==> src/rtl/glitc_config_ctrl.sv <==
// Configuration sequencer for the four GLITC FPGAs: drives PROGRAM_B/INIT_B,
// watches INIT_B/DONE, and exposes start/abort control plus status/error readback.
//
// state      | meaning
// UNCONF     | idle, pins released, waiting for start
// PROG       | PROGRAM_B and INIT_B held low
// INIT_HOLD  | PROGRAM_B released, INIT_B still held low
// INIT_WAIT  | INIT_B released, waiting for the FPGA to raise it
// LOADING    | bitstream bytes pushed over GLITCBUS, waiting for DONE
// READY      | configured, gready asserted
// ERROR      | timeout / CRC / DONE-lost; parked until start or abort
module glitc_config_ctrl #(
  parameter int PROG_CYCLES      = 64,
  parameter int INIT_HOLD_CYCLES = 64,
  parameter int INIT_TIMEOUT     = 65536
) (
  input  logic        clk_i,
  input  logic        rst_b_i,
  input  logic        cyc_i,
  input  logic        stb_i,
  input  logic        we_i,
  input  logic [1:0]  adr_i,
  input  logic [31:0] dat_i,
  output logic [31:0] dat_o,
  output logic        ack_o,
  output logic [3:0]  PROGRAM_B,
  output logic [3:0]  init_b_oe,
  input  logic [3:0]  INIT_B,
  input  logic [3:0]  DONE,
  output logic [3:0]  gready_o
);

  typedef enum logic [2:0] {
    ST_UNCONF    = 3'd0,
    ST_PROG      = 3'd1,
    ST_INIT_HOLD = 3'd2,
    ST_INIT_WAIT = 3'd3,
    ST_LOADING   = 3'd4,
    ST_READY     = 3'd5,
    ST_ERROR     = 3'd6
  } state_e;

  localparam logic [16:0] PROG_LAST = 17'(PROG_CYCLES - 1);
  localparam logic [16:0] HOLD_LAST = 17'(INIT_HOLD_CYCLES - 1);
  localparam logic [16:0] TO_LAST   = 17'(INIT_TIMEOUT - 1);

  logic [3:0]  init_m_q, init_s_q, done_m_q, done_s_q;
  state_e      state_q [4];
  state_e      state_d [4];
  logic [16:0] cnt_q [4];
  logic [16:0] cnt_d [4];
  logic [3:0]  err_to_q, err_to_d, err_crc_q, err_crc_d, err_lost_q, err_lost_d;
  logic [3:0]  prog_b_q, prog_b_d, init_oe_q, init_oe_d, gready_q, gready_d;
  logic        ack_q, ack_d;
  logic [31:0] dat_q, dat_d;
  logic        accept, wr_ctrl;
  logic [3:0]  start, abort;
  logic [31:0] status;
  logic        unused_dat;

  assign unused_dat = ^dat_i[31:8];

  always_ff @(posedge clk_i or negedge rst_b_i) begin
    if (!rst_b_i) begin
      init_m_q <= '0;
      init_s_q <= '0;
      done_m_q <= '0;
      done_s_q <= '0;
    end else begin
      init_m_q <= INIT_B;
      init_s_q <= init_m_q;
      done_m_q <= DONE;
      done_s_q <= done_m_q;
    end
  end

  always_comb begin
    accept  = cyc_i & stb_i & ~ack_q;
    wr_ctrl = accept & we_i & (adr_i == 2'd0);
    start   = wr_ctrl ? dat_i[3:0] : 4'h0;
    abort   = wr_ctrl ? dat_i[7:4] : 4'h0;
    status  = '0;
    for (int n = 0; n < 4; n++) status[4*n +: 3] = state_q[n];
    status[19:16] = gready_q;
    status[23:20] = done_s_q;
    status[27:24] = init_s_q;
    ack_d = accept;
    dat_d = '0;
    if (accept && !we_i) begin
      case (adr_i)
        2'd1:    dat_d = status;
        2'd2:    dat_d = {20'h0, err_lost_q, err_crc_q, err_to_q};
        default: dat_d = '0;
      endcase
    end
  end

  always_comb begin
    err_to_d   = err_to_q;
    err_crc_d  = err_crc_q;
    err_lost_d = err_lost_q;
    prog_b_d   = 4'hF;
    init_oe_d  = 4'h0;
    gready_d   = 4'h0;
    for (int n = 0; n < 4; n++) begin
      state_d[n] = state_q[n];
      cnt_d[n]   = cnt_q[n] + 17'd1;
      case (state_q[n])
        ST_PROG:      if (cnt_q[n] == PROG_LAST) state_d[n] = ST_INIT_HOLD;
        ST_INIT_HOLD: if (cnt_q[n] == HOLD_LAST) state_d[n] = ST_INIT_WAIT;
        ST_INIT_WAIT: begin
          if (init_s_q[n]) begin
            state_d[n] = ST_LOADING;
          end else if (cnt_q[n] == TO_LAST) begin
            state_d[n]  = ST_ERROR;
            err_to_d[n] = 1'b1;
          end
        end
        ST_LOADING: begin
          // DONE takes priority over a simultaneous INIT_B drop
          if (done_s_q[n]) begin
            state_d[n] = ST_READY;
          end else if (!init_s_q[n]) begin
            state_d[n]   = ST_ERROR;
            err_crc_d[n] = 1'b1;
          end
        end
        ST_READY: begin
          if (!done_s_q[n]) begin
            state_d[n]    = ST_ERROR;
            err_lost_d[n] = 1'b1;
          end
        end
        default: ;
      endcase
      if (abort[n] || start[n]) begin
        state_d[n]    = abort[n] ? ST_UNCONF : ST_PROG;
        err_to_d[n]   = 1'b0;
        err_crc_d[n]  = 1'b0;
        err_lost_d[n] = 1'b0;
      end
      if ((state_d[n] != state_q[n]) || start[n] || abort[n]) cnt_d[n] = '0;
      prog_b_d[n]  = (state_d[n] != ST_PROG);
      init_oe_d[n] = (state_d[n] == ST_PROG) || (state_d[n] == ST_INIT_HOLD);
      gready_d[n]  = (state_d[n] == ST_READY);
    end
  end

  always_ff @(posedge clk_i or negedge rst_b_i) begin
    if (!rst_b_i) begin
      for (int n = 0; n < 4; n++) begin
        state_q[n] <= ST_UNCONF;
        cnt_q[n]   <= '0;
      end
      err_to_q   <= '0;
      err_crc_q  <= '0;
      err_lost_q <= '0;
      prog_b_q   <= 4'hF;
      init_oe_q  <= '0;
      gready_q   <= '0;
      ack_q      <= 1'b0;
      dat_q      <= '0;
    end else begin
      for (int n = 0; n < 4; n++) begin
        state_q[n] <= state_d[n];
        cnt_q[n]   <= cnt_d[n];
      end
      err_to_q   <= err_to_d;
      err_crc_q  <= err_crc_d;
      err_lost_q <= err_lost_d;
      prog_b_q   <= prog_b_d;
      init_oe_q  <= init_oe_d;
      gready_q   <= gready_d;
      ack_q      <= ack_d;
      dat_q      <= dat_d;
    end
  end

  assign PROGRAM_B = prog_b_q;
  assign init_b_oe = init_oe_q;
  assign gready_o  = gready_q;
  assign ack_o     = ack_q;
  assign dat_o     = dat_q;

endmodule

==> config.mk <==
export PLATFORM = sky130hd
export DESIGN_NAME = glitc_config_ctrl
export DESIGN_NICKNAME = d
export VERILOG_FILES = /design/src/rtl/glitc_config_ctrl.sv
export SDC_FILE = /design/constraint.sdc
export NUM_CORES = 1
export LEC_CHECK = 0
export ABC_AREA = 1
export CORE_UTILIZATION = 50
export CTS_CLUSTER_DIAMETER = 80
export DETAILED_ROUTE_END_ITERATION = 10
export PLACE_DENSITY_LB_ADDON = 0.15
export SLEW_MARGIN = 20
export SYNTH_ARGS = -nofsm -noshare
export SYNTH_HDL_FRONTEND = slang
export SYNTH_SLANG_ARGS = --single-unit
==> constraint.sdc <==
create_clock -name clk_i -period 5.7 [get_ports clk_i]
set_clock_uncertainty 0.1 [all_clocks]
set_input_delay 1.14 -clock clk_i [delete_from_list [all_inputs] [get_ports clk_i]]
set_output_delay 1.14 -clock clk_i [all_outputs]
set_load 0.02 [all_outputs]
==> results.ini, run 1 <==
[status]
status=completed

[worst_setup_path]
path_max_fanout=17
endpoint_kind=flop
max_stage_delay_ps=370
r2r_cells=20
r2r_start=cnt_q[51]
cpMostUsedCell=nor2_1
critical_path_class=reg -> reg
crit_buf_inv=1
crit_required_ps=5940
cp_top_family=simple AND/OR/NAND/NOR gates
r2r_setup_slack_ps=2490
crit_chain=ha_1, nand3_1, nor2_1, nand2_1, nor2_1, nand3_1, nor2_1, nand4_1, nor2_1, ha_1, inv_1, nand2_1, nor2_1, nor3_1, nand3_1, nand2_1, nand2_1, nand3_2, nand2_4, nor2_1
cp_num_cells=20
critical_path.startpoint=cnt_q[51]
cp.arrival_ps=3450
r2r_end=cnt_q[54]
crit_path_top_delay_cell=dfrtp_1
worst_setup_path_start_kind=flop

[sta]
max_freq_mhz=311.9
fin_crit_ps=3206
setup_tns_ps=0
worstMarginPinSlew_ps=920.5
drv_slew=0
rsz0062_at_grt=no
layout_worst_path_cycle_share_pct=56.25
setup_viol=0
hold_viol=0
slew_headroom_pct=38.63

[route]
drtIter0Drc=371
viasPerCell=5.037
drt-total-wl_um=14910
wl_per_cell_um=13.65
firstDrtPassIters=5
ant_nets=0
vias=5500
drc=0

[floorplan]
initial_utilization_pct=51.17
die_x_um=121.2
fp-row-count=43
dieHeight_um=121.2
core-area_sq_um=13880
dieArea_sq_um=14690
ioPinCount=92

[power_and_ir_drop]
p_per_area_nw_per_um2=420.0
p_leak_nw=3.910
vdd.ir_drop.worst_mv=0.3800
total_power_mw=3.559

[clock_tree]
cts_setup_buffers=0
path_clk_slew_ps=60
cts_tree=done
cts_root_buf=clkbuf_16
cts_resized=0
cts_hold_buf=0
clockBufferDepth=2
numClockSinks=148
cts_inserted_buffers=17
clk_latency_ps=420
h-tree-depth=4

[logic_synthesis]
ys_types=39
syn-instance-count=829
ys.flop_type=dfrtp_1
synthArstFlopShare_pct=100.0
ys_seq_area_share_pct=52.21
netlist_area_sq_um=7103
yosysWarnings=0
syn-mean-instance-area_sq_um=8.568
synth_edf_count=0
yosys_register_bits=148

[placement]
port_buffers=62
hpwl_um=10380
gp_congestion=0.9202
place_area_sq_um=7848

[finish]
num_antenna_cells=0
mostFrequentLayoutCells=nand2_1 (146), dfrtp_1 (144), nor2_1 (130)
nets=957
final_common_cell=nand2_1
syn2layout_area_growth_pct=19.29
design_area_sq_um=8473
drive_gt1_share_pct=9.978
utilization_pct=61.04

[grt]
grt_pass1_wl_um=25200
grt_pass1_vias=5556
grt_overflow_total=0
antenna_found_initial=0
grt_usage_pct=22.15
grt_start_max_net_pins=101

[job]
drv_cap=0

[hold_path]
min_path_cells=0
hold_class=reg -> reg
hold_path.startpoint=init_m_q[3]
hold_end=init_s_q[3]

## cell families (layout without fill, tap and decap cells)
| family | after synthesis | in the layout | synth area share [%] |
|---|---|---|---|
| other cells | 1 | 5 | 0.05279 |
| xor+xnor | 37 | 37 | 4.562 |
| buf+inv | 137 | 216 | 8.156 |
| simple gates | 439 | 439 | 28.59 |
| fa+ha+maj | 11 | 11 | 1.938 |
| compound gates | 56 | 56 | 4.492 |
| flops | 148 | 148 | 52.21 |
## worst max-delay path by stage
stage,end
3_5_place_dp,cnt_q[0]
6_report,cnt_q[54]
4_1_cts,cnt_q[62]
3_3_place_gp,cnt_q[0]
5_1_grt,cnt_q[58]
2_1_floorplan,cnt_q[59]
## cells in the mapped netlist (3+ instances only)
cell type / count / area share, %
o21ai_2: 3 / 0.37
buf_2: 3 / 0.21
dfrtp_1: 144 / 51
nand2_2: 4 / 0.35
nand3_2: 4 / 0.56
inv_2: 8 / 0.42
xnor2_1: 12 / 1.5
o21ai_0: 32 / 2.3
buf_6: 3 / 0.48
inv_1: 111 / 5.9
o31ai_1: 3 / 0.32
xor2_1: 25 / 3.1
clkbuf_1: 3 / 0.16
ha_1: 11 / 1.9
nor2_1: 130 / 6.9
nor2_4: 3 / 0.48
buf_4: 6 / 0.63
a21oi_1: 14 / 0.99
nand2_1: 146 / 7.7
nor3_1: 33 / 2.3
nor2_2: 23 / 2.0
nand4_1: 31 / 2.7
nand2_4: 4 / 0.63
nand3_1: 51 / 3.6
dfstp_2: 4 / 1.5
## per-layer routing
layer	routed length, um	track usage, %	part of all wire, %
met5	0	0	0
met4	226	6.944	1.5
met3	794	6.861	5.3
met2	7173	36.68	48
met1	6711	27.62	45
## power by group
part	internal [mW]	switching, mW	total, mW
logic	0.326	0.700	1.03
clock network	0.747	0.433	1.18
registers	1.22	0.133	1.35
total	2.29	1.27	3.56
## worst reg2reg max path, stage by stage (launching register included)
cell,delay [ps]
dfrtp_1,370
ha_1,190
nand3_1,180
nor2_1,170
nand2_1,90
nor2_1,170
nand3_1,140
nor2_1,220
nand4_1,150
nor2_1,120
ha_1,150
inv_1,50
nand2_1,80
nor2_1,50
nor3_1,230
nand3_1,110
nand2_1,70
nand2_1,90
nand3_2,110
nand2_4,130
nor2_1,150
## sequential cells by signal (all words and copies together), names as in the netlist
name / cells
err_crc_q: 4
done_s_q: 4
dat_o: 27
done_m_q: 4
init_m_q: 4
ack_o: 1
PROGRAM_B: 4
gready_o: 4
err_to_q: 4
init_b_oe: 4
cnt_q: 68
err_lost_q: 4
init_s_q: 4
state_q: 12
## layout make-up
class | count | area (sq um)
clock buffers | 21 | 450.4
clock inverters | 11 | 175.2
fillers | 1209 | 5408
inverters | 121 | 454.2
multi-input cells | 548 | 2830
flip-flops and latches | 148 | 3709
well taps | 180 | 225.2
repair buffers | 63 | 629.4
## through the flow
stage	std cells	hold slack [ps]	worst slack, ps
3_3_place_gp	1060	232.4	2360
3_5_place_dp	1060	237.8	2275
5_1_grt	1092	258.6	2177
6_report	1092	248.2	2494
4_1_cts	1092	251.4	2516
2_1_floorplan	833	231.2	3033
(Power assumes the default switching activity.)
==> run 2: changes to the inputs <==
- clock period: 5.7 -> 3 ns (I/O delays scaled with it)
==> run 2 against run 1 <==
Net effect: die area unchanged; critical path depth unchanged; maximum frequency increased by 12%; highest routed layer unchanged; routed wire length increased by 2.6%; power increased by 100%; combinational power increased by 140%; global-route usage decreased by 0.50 points.
==> results.ini, run 2 (synthesis gave the netlist of run 1 again) <==
[clock_tree]
numClockSinks=148
cts_root_buf=clkbuf_16
clk_latency_ps=420
cts_tree=done
cts_inserted_buffers=17
h-tree-depth=4
path_clk_slew_ps=60
clockBufferDepth=2

[finish]
seqCellArea_sq_um=3710
num_antenna_cells=0
drive_gt1_share_pct=18.04
layout.cells.non_filler=1117
nFillCells=1167
design_area_sq_um=8942
mostFrequentLayoutCells=nand2_1 (143), dfrtp_1 (143), inv_1 (110)
nets=982
regMostFlops=cnt_q
syn2layout_area_growth_pct=25.89
largest_register_ffs=68
multi_input_area_sq_um=3134

[route]
vias=5688
wl_per_cell_um=13.69
viasPerCell=5.092
firstDrtPassIters=5
ant_nets=0
drt-total-wl_um=15300
drc=0
drtIter0Drc=300

[worst_setup_path]
crit_chain=ha_2, nand3_2, nor2_2, nand2_1, nor2_2, nand3_2, nor2_4, nand4_1, nor2_1, ha_2, inv_2, nand2_2, nor2_2, nor3_2, nand3_1, nand2_1, nand2_2, nand3_4, nand2_8, nor2_1
crit_buf_inv=1
r2r_setup_slack_ps=150
r2r_start=cnt_q[51]
worst_setup_path_start_kind=flop
max_stage_delay_ps=420
endpoint_kind=flop
r2r_end=cnt_q[55]
cpMostUsedCell=nor2_2
critical_path_class=reg -> reg
crit_path_top_delay_cell=dfrtp_1
cp_top_family=simple AND/OR/NAND/NOR gates
crit_required_ps=3250
path_max_fanout=8
r2r_cells=20
cp.arrival_ps=3100

[power_and_ir_drop]
switching_power_mw=2.744
p_clk_share_pct=29.8
p_leak_nw=4.040
pwr-share-comb_pct=34.5
cellInternalPower_mw=4.511
sw_frac_of_total_pct=37.82
p_per_area_nw_per_um2=811.4
pwr-share-seq_pct=35.7
vdd.ir_drop.worst_mv=0.7250

[floorplan]
core-area_sq_um=13880
fp-row-count=43
ioPinCount=92
initial_utilization_pct=51.17
die_x_um=121.2
dieArea_sq_um=14690
dieHeight_um=121.2

[placement]
dp.cells=1068
port_buffers=62
hpwl_um=10270
gp_congestion=0.9280
place_area_sq_um=7933

[sta]
worstMarginPinSlew_ps=594.4
max_freq_mhz=350.9
slew_headroom_pct=60.37
fin_crit_ps=2850
setup_viol=0
drv_slew=0
rsz0062_at_grt=yes
layout_worst_path_cycle_share_pct=95.00
hold_viol=0

[grt]
antenna_found_initial=0
grt_pass1_vias=5296
grt_overflow_total=0
grt_usage_pct=21.65
grt_pass1_wl_um=24580
grt_start_max_net_pins=63

[job]
drv_cap=0

[hold_path]
hold_class=in -> async

[status]
status=completed

run 2: power by group through the flow:
stage | Sequential [mW] | Combinational (mW) | Clock, mW
after CTS | 2.57 | 2.07 | 2.20
after global routing | 2.63 | 2.79 | 2.28
after floorplan | 2.59 | 1.54 | 0
after global placement | 2.59 | 1.97 | 0
after detailed placement | 2.60 | 2.02 | 0
final | 2.59 | 2.50 | 2.16
run 2: metal layers:
metal	global-route usage, %	share of wire [%]	wire length [um]	vias to the layer above
li1	-	-	-	2811
met1	28.31	45	6904	2740
met2	34.36	48	7369	125
met3	6.485	5.4	822	12
met4	7.099	1.3	199	0
met5	0	0	0	-
run 2: worst max-delay path by stage:
stage / from / endpoint / cells after the start
after floorplan: cnt_q[51] / cnt_q[59] / 21
after CTS: cnt_q[34] / cnt_q[37] / 20
final: cnt_q[51] / cnt_q[55] / 20
after global routing: cnt_q[51] / cnt_q[55] / 20
after detailed placement: cnt_q[34] / cnt_q[38] / 20
after global placement: cnt_q[34] / cnt_q[34] / 20
run 2: timing repair:
action | 4_1_cts | 5_1_grt
hold buffers | 0 | 0
setup endpoints to repair | 17 | 77
resized for setup | 2 | 65
buffers inserted | 0 | 13
gates cloned | 0 | 4
pin swaps | 0 | 29
run 2: area by class of cell:
cell class / count / area share (%)
clock inverter: 15 / 2.029
timing repair buffer: 84 / 9.081
tap: 180 / 2.519
multi-input combinational: 552 / 35.05
inverter: 121 / 5.079
clock buffer: 17 / 4.757
sequential: 148 / 41.49
run 2: metrics by stage:
stage / setup TNS [ps] / total power [mW] / worst slack (ps) / hold WS [ps] / util, %
after floorplan: 0 / 4.135 / 332.9 / 204.4 / -
after detailed placement: 0 / 4.622 / 8.281 / 234.7 / 57.15
final: 0 / 7.255 / 150.1 / 50.61 / 64.42
after global routing: -3807 / 7.709 / -115.4 / 93.16 / 64.42
after global placement: 0 / 4.558 / 94.27 / 231.8 / 57.15
after CTS: 0 / 6.839 / 9.057 / 76.64 / 61.60
run 2: worst register-to-register path: stages (launching register included):
cell and delay [ps]:
dfrtp_1 420, ha_2 230, nand3_2 90, nor2_2 110, nand2_1 80, nor2_2 160, nand3_2 130, nor2_4 130
nand4_1 110, nor2_1 140, ha_2 180, inv_2 40, nand2_2 80, nor2_2 50, nor3_2 110, nand3_1 80
nand2_1 90, nand2_2 80, nand3_4 150, nand2_8 110, nor2_1 120
==> run 3: changes to the inputs <==
- CAP_MARGIN: default -> 10
- CORE_UTILIZATION: 50 -> 56
==> run 3 against run 2 <==
Net effect: hold slack got worse by 14 ps; highest routed layer unchanged; die area down 11%; sequential power barely moved; via count is 0.83% higher.
==> results.ini, run 3 (synthesis gave the netlist of run 1 again) <==
[status]
status=completed

[floorplan]
die_x_um=114.6
fp-row-count=40
initial_utilization_pct=58.17
dieHeight_um=114.6
core-area_sq_um=12210
dieArea_sq_um=13140
ioPinCount=92

[placement]
hpwl_um=10300
gp_congestion=0.9338
place_area_sq_um=7910
port_buffers=62

[route]
drtIter0Drc=427
firstDrtPassIters=5
viasPerCell=5.209
wl_per_cell_um=13.72
drc=0
ant_nets=0
drt-total-wl_um=15110
vias=5735

[worst_setup_path]
cpMostUsedCell=nor2_1
cp_num_cells=20
cp_top_family=simple AND/OR/NAND/NOR gates
path_max_fanout=8
critical_path_class=reg -> reg
crit_required_ps=3250
crit_buf_inv=1
r2r_end=cnt_q[55]
worst_setup_path_start_kind=flop
endpoint_kind=flop
cp.arrival_ps=3130
r2r_setup_slack_ps=120
max_stage_delay_ps=360
crit_path_top_delay_cell=dfrtp_1
r2r_start=cnt_q[51]
r2r_cells=20
crit_chain=ha_2, nand3_2, nor2_1, nand2_1, nor2_2, nand3_2, nor2_4, nand4_1, nor2_1, ha_2, inv_2, nand2_2, nor2_1, nor3_1, nand3_1, nand2_1, nand2_2, nand3_4, nand2_4, nor2_1

[clock_tree]
path_clk_slew_ps=60
numClockSinks=148
cts_root_buf=clkbuf_16
cts_hold_buf=0
clockBufferDepth=2
h-tree-depth=4
clk_latency_ps=420
cts_tree=done
cts_inserted_buffers=17

[sta]
finalHoldWorstSlack_ps=36.26
slew_headroom_pct=62.07
drv_slew=0
setup_viol=0
hold_viol=0
fin_crit_ps=2875
layout_worst_path_cycle_share_pct=95.85
max_freq_mhz=347.8
worstMarginPinSlew_ps=569.0
rsz0062_at_grt=yes
setup_tns_ps=0

[grt]
grt_pass1_wl_um=24400
grt_overflow_total=0
grt_pass1_vias=5506
antenna_found_initial=0
grt_usage_pct=23.92
grt_start_max_net_pins=63

[finish]
num_antenna_cells=0
mostFrequentLayoutCells=dfrtp_1 (144), nand2_1 (142), nor2_1 (113)
final_common_cell=dfrtp_1
design_area_sq_um=8812
drive_gt1_share_pct=15.97
syn2layout_area_growth_pct=24.06
nets=978
regMostFlops=cnt_q
largest_register_ffs=68

[job]
drv_cap=0

[power_and_ir_drop]
p_leak_nw=4.022
vdd.ir_drop.worst_mv=0.7905
p_per_area_nw_per_um2=800.1

[hold_path]
hold_class=in -> async

## run 3: cell types whose count changed in the layout (fill, tap and decap cells not counted), moves of 2 or more
cell / change
buf_4: -4
clkbuf_8: +2
clkinv_2: +2
nor2_1: +15
nor2_2: -12
nor2_4: -3
## run 3: per-stage QoR
stage	setup WS, ps	cells	power, mW	utilization [%]
2_1_floorplan	332.9	833	4.135	-
3_3_place_gp	94.37	1055	4.530	64.77
3_5_place_dp	15.21	1055	4.620	64.77
4_1_cts	27.85	1087	6.732	69.65
5_1_grt	-80.93	1101	7.476	72.16
6_report	124.6	1101	7.050	72.16
## run 3: worst max path at each step
stage,start,end,slack [ps]
3_5_place_dp,cnt_q[34],cnt_q[36],20
2_1_floorplan,cnt_q[51],cnt_q[59],330
5_1_grt,cnt_q[51],cnt_q[65],-80
6_report,cnt_q[51],cnt_q[55],120
3_3_place_gp,cnt_q[34],cnt_q[34],90
4_1_cts,cnt_q[34],cnt_q[36],30
## run 3: repair_timing
item / 4_1_cts / 5_1_grt
resized for setup: 1 / 46
setup buffers: 0 / 10
setup endpoints to repair: 1 / 78
cloned: 0 / 4
pin swaps: 0 / 16
## run 3: metal layers
metal	track usage, %	up-vias	part of all wire (%)
li1	-	2802	-
met1	29.19	2762	44
met2	40.04	143	49
met3	7.835	28	5.8
met4	8.052	0	1.7
met5	0	-	0
## run 3: cell type report
class / count / area [sq um]
fillers: 950 / 3400
clock buffers: 19 / 452.9
inverters: 121 / 454.2
well taps: 168 / 210.2
multi-input cells: 552 / 3070
clock inverters: 13 / 133.9
flip-flops and latches: 148 / 3709
repair buffers: 80 / 782.0
## run 3: worst reg2reg max path, delay by kind of cell, from the launching register on
kind	cells	cell delay [ps]
adders and majority gates	2	370
buffers and inverters	1	50
DFF	1	360
and+or+nand+nor	17	1920
## run 3: power by group
group | total [mW] | switching, mW | internal (mW) | leakage [nW]
sequential | 2.58 | 0.267 | 2.32 | 1.96
clock | 2.07 | 0.809 | 1.26 | 0.284
combinational | 2.40 | 1.56 | 0.838 | 1.78
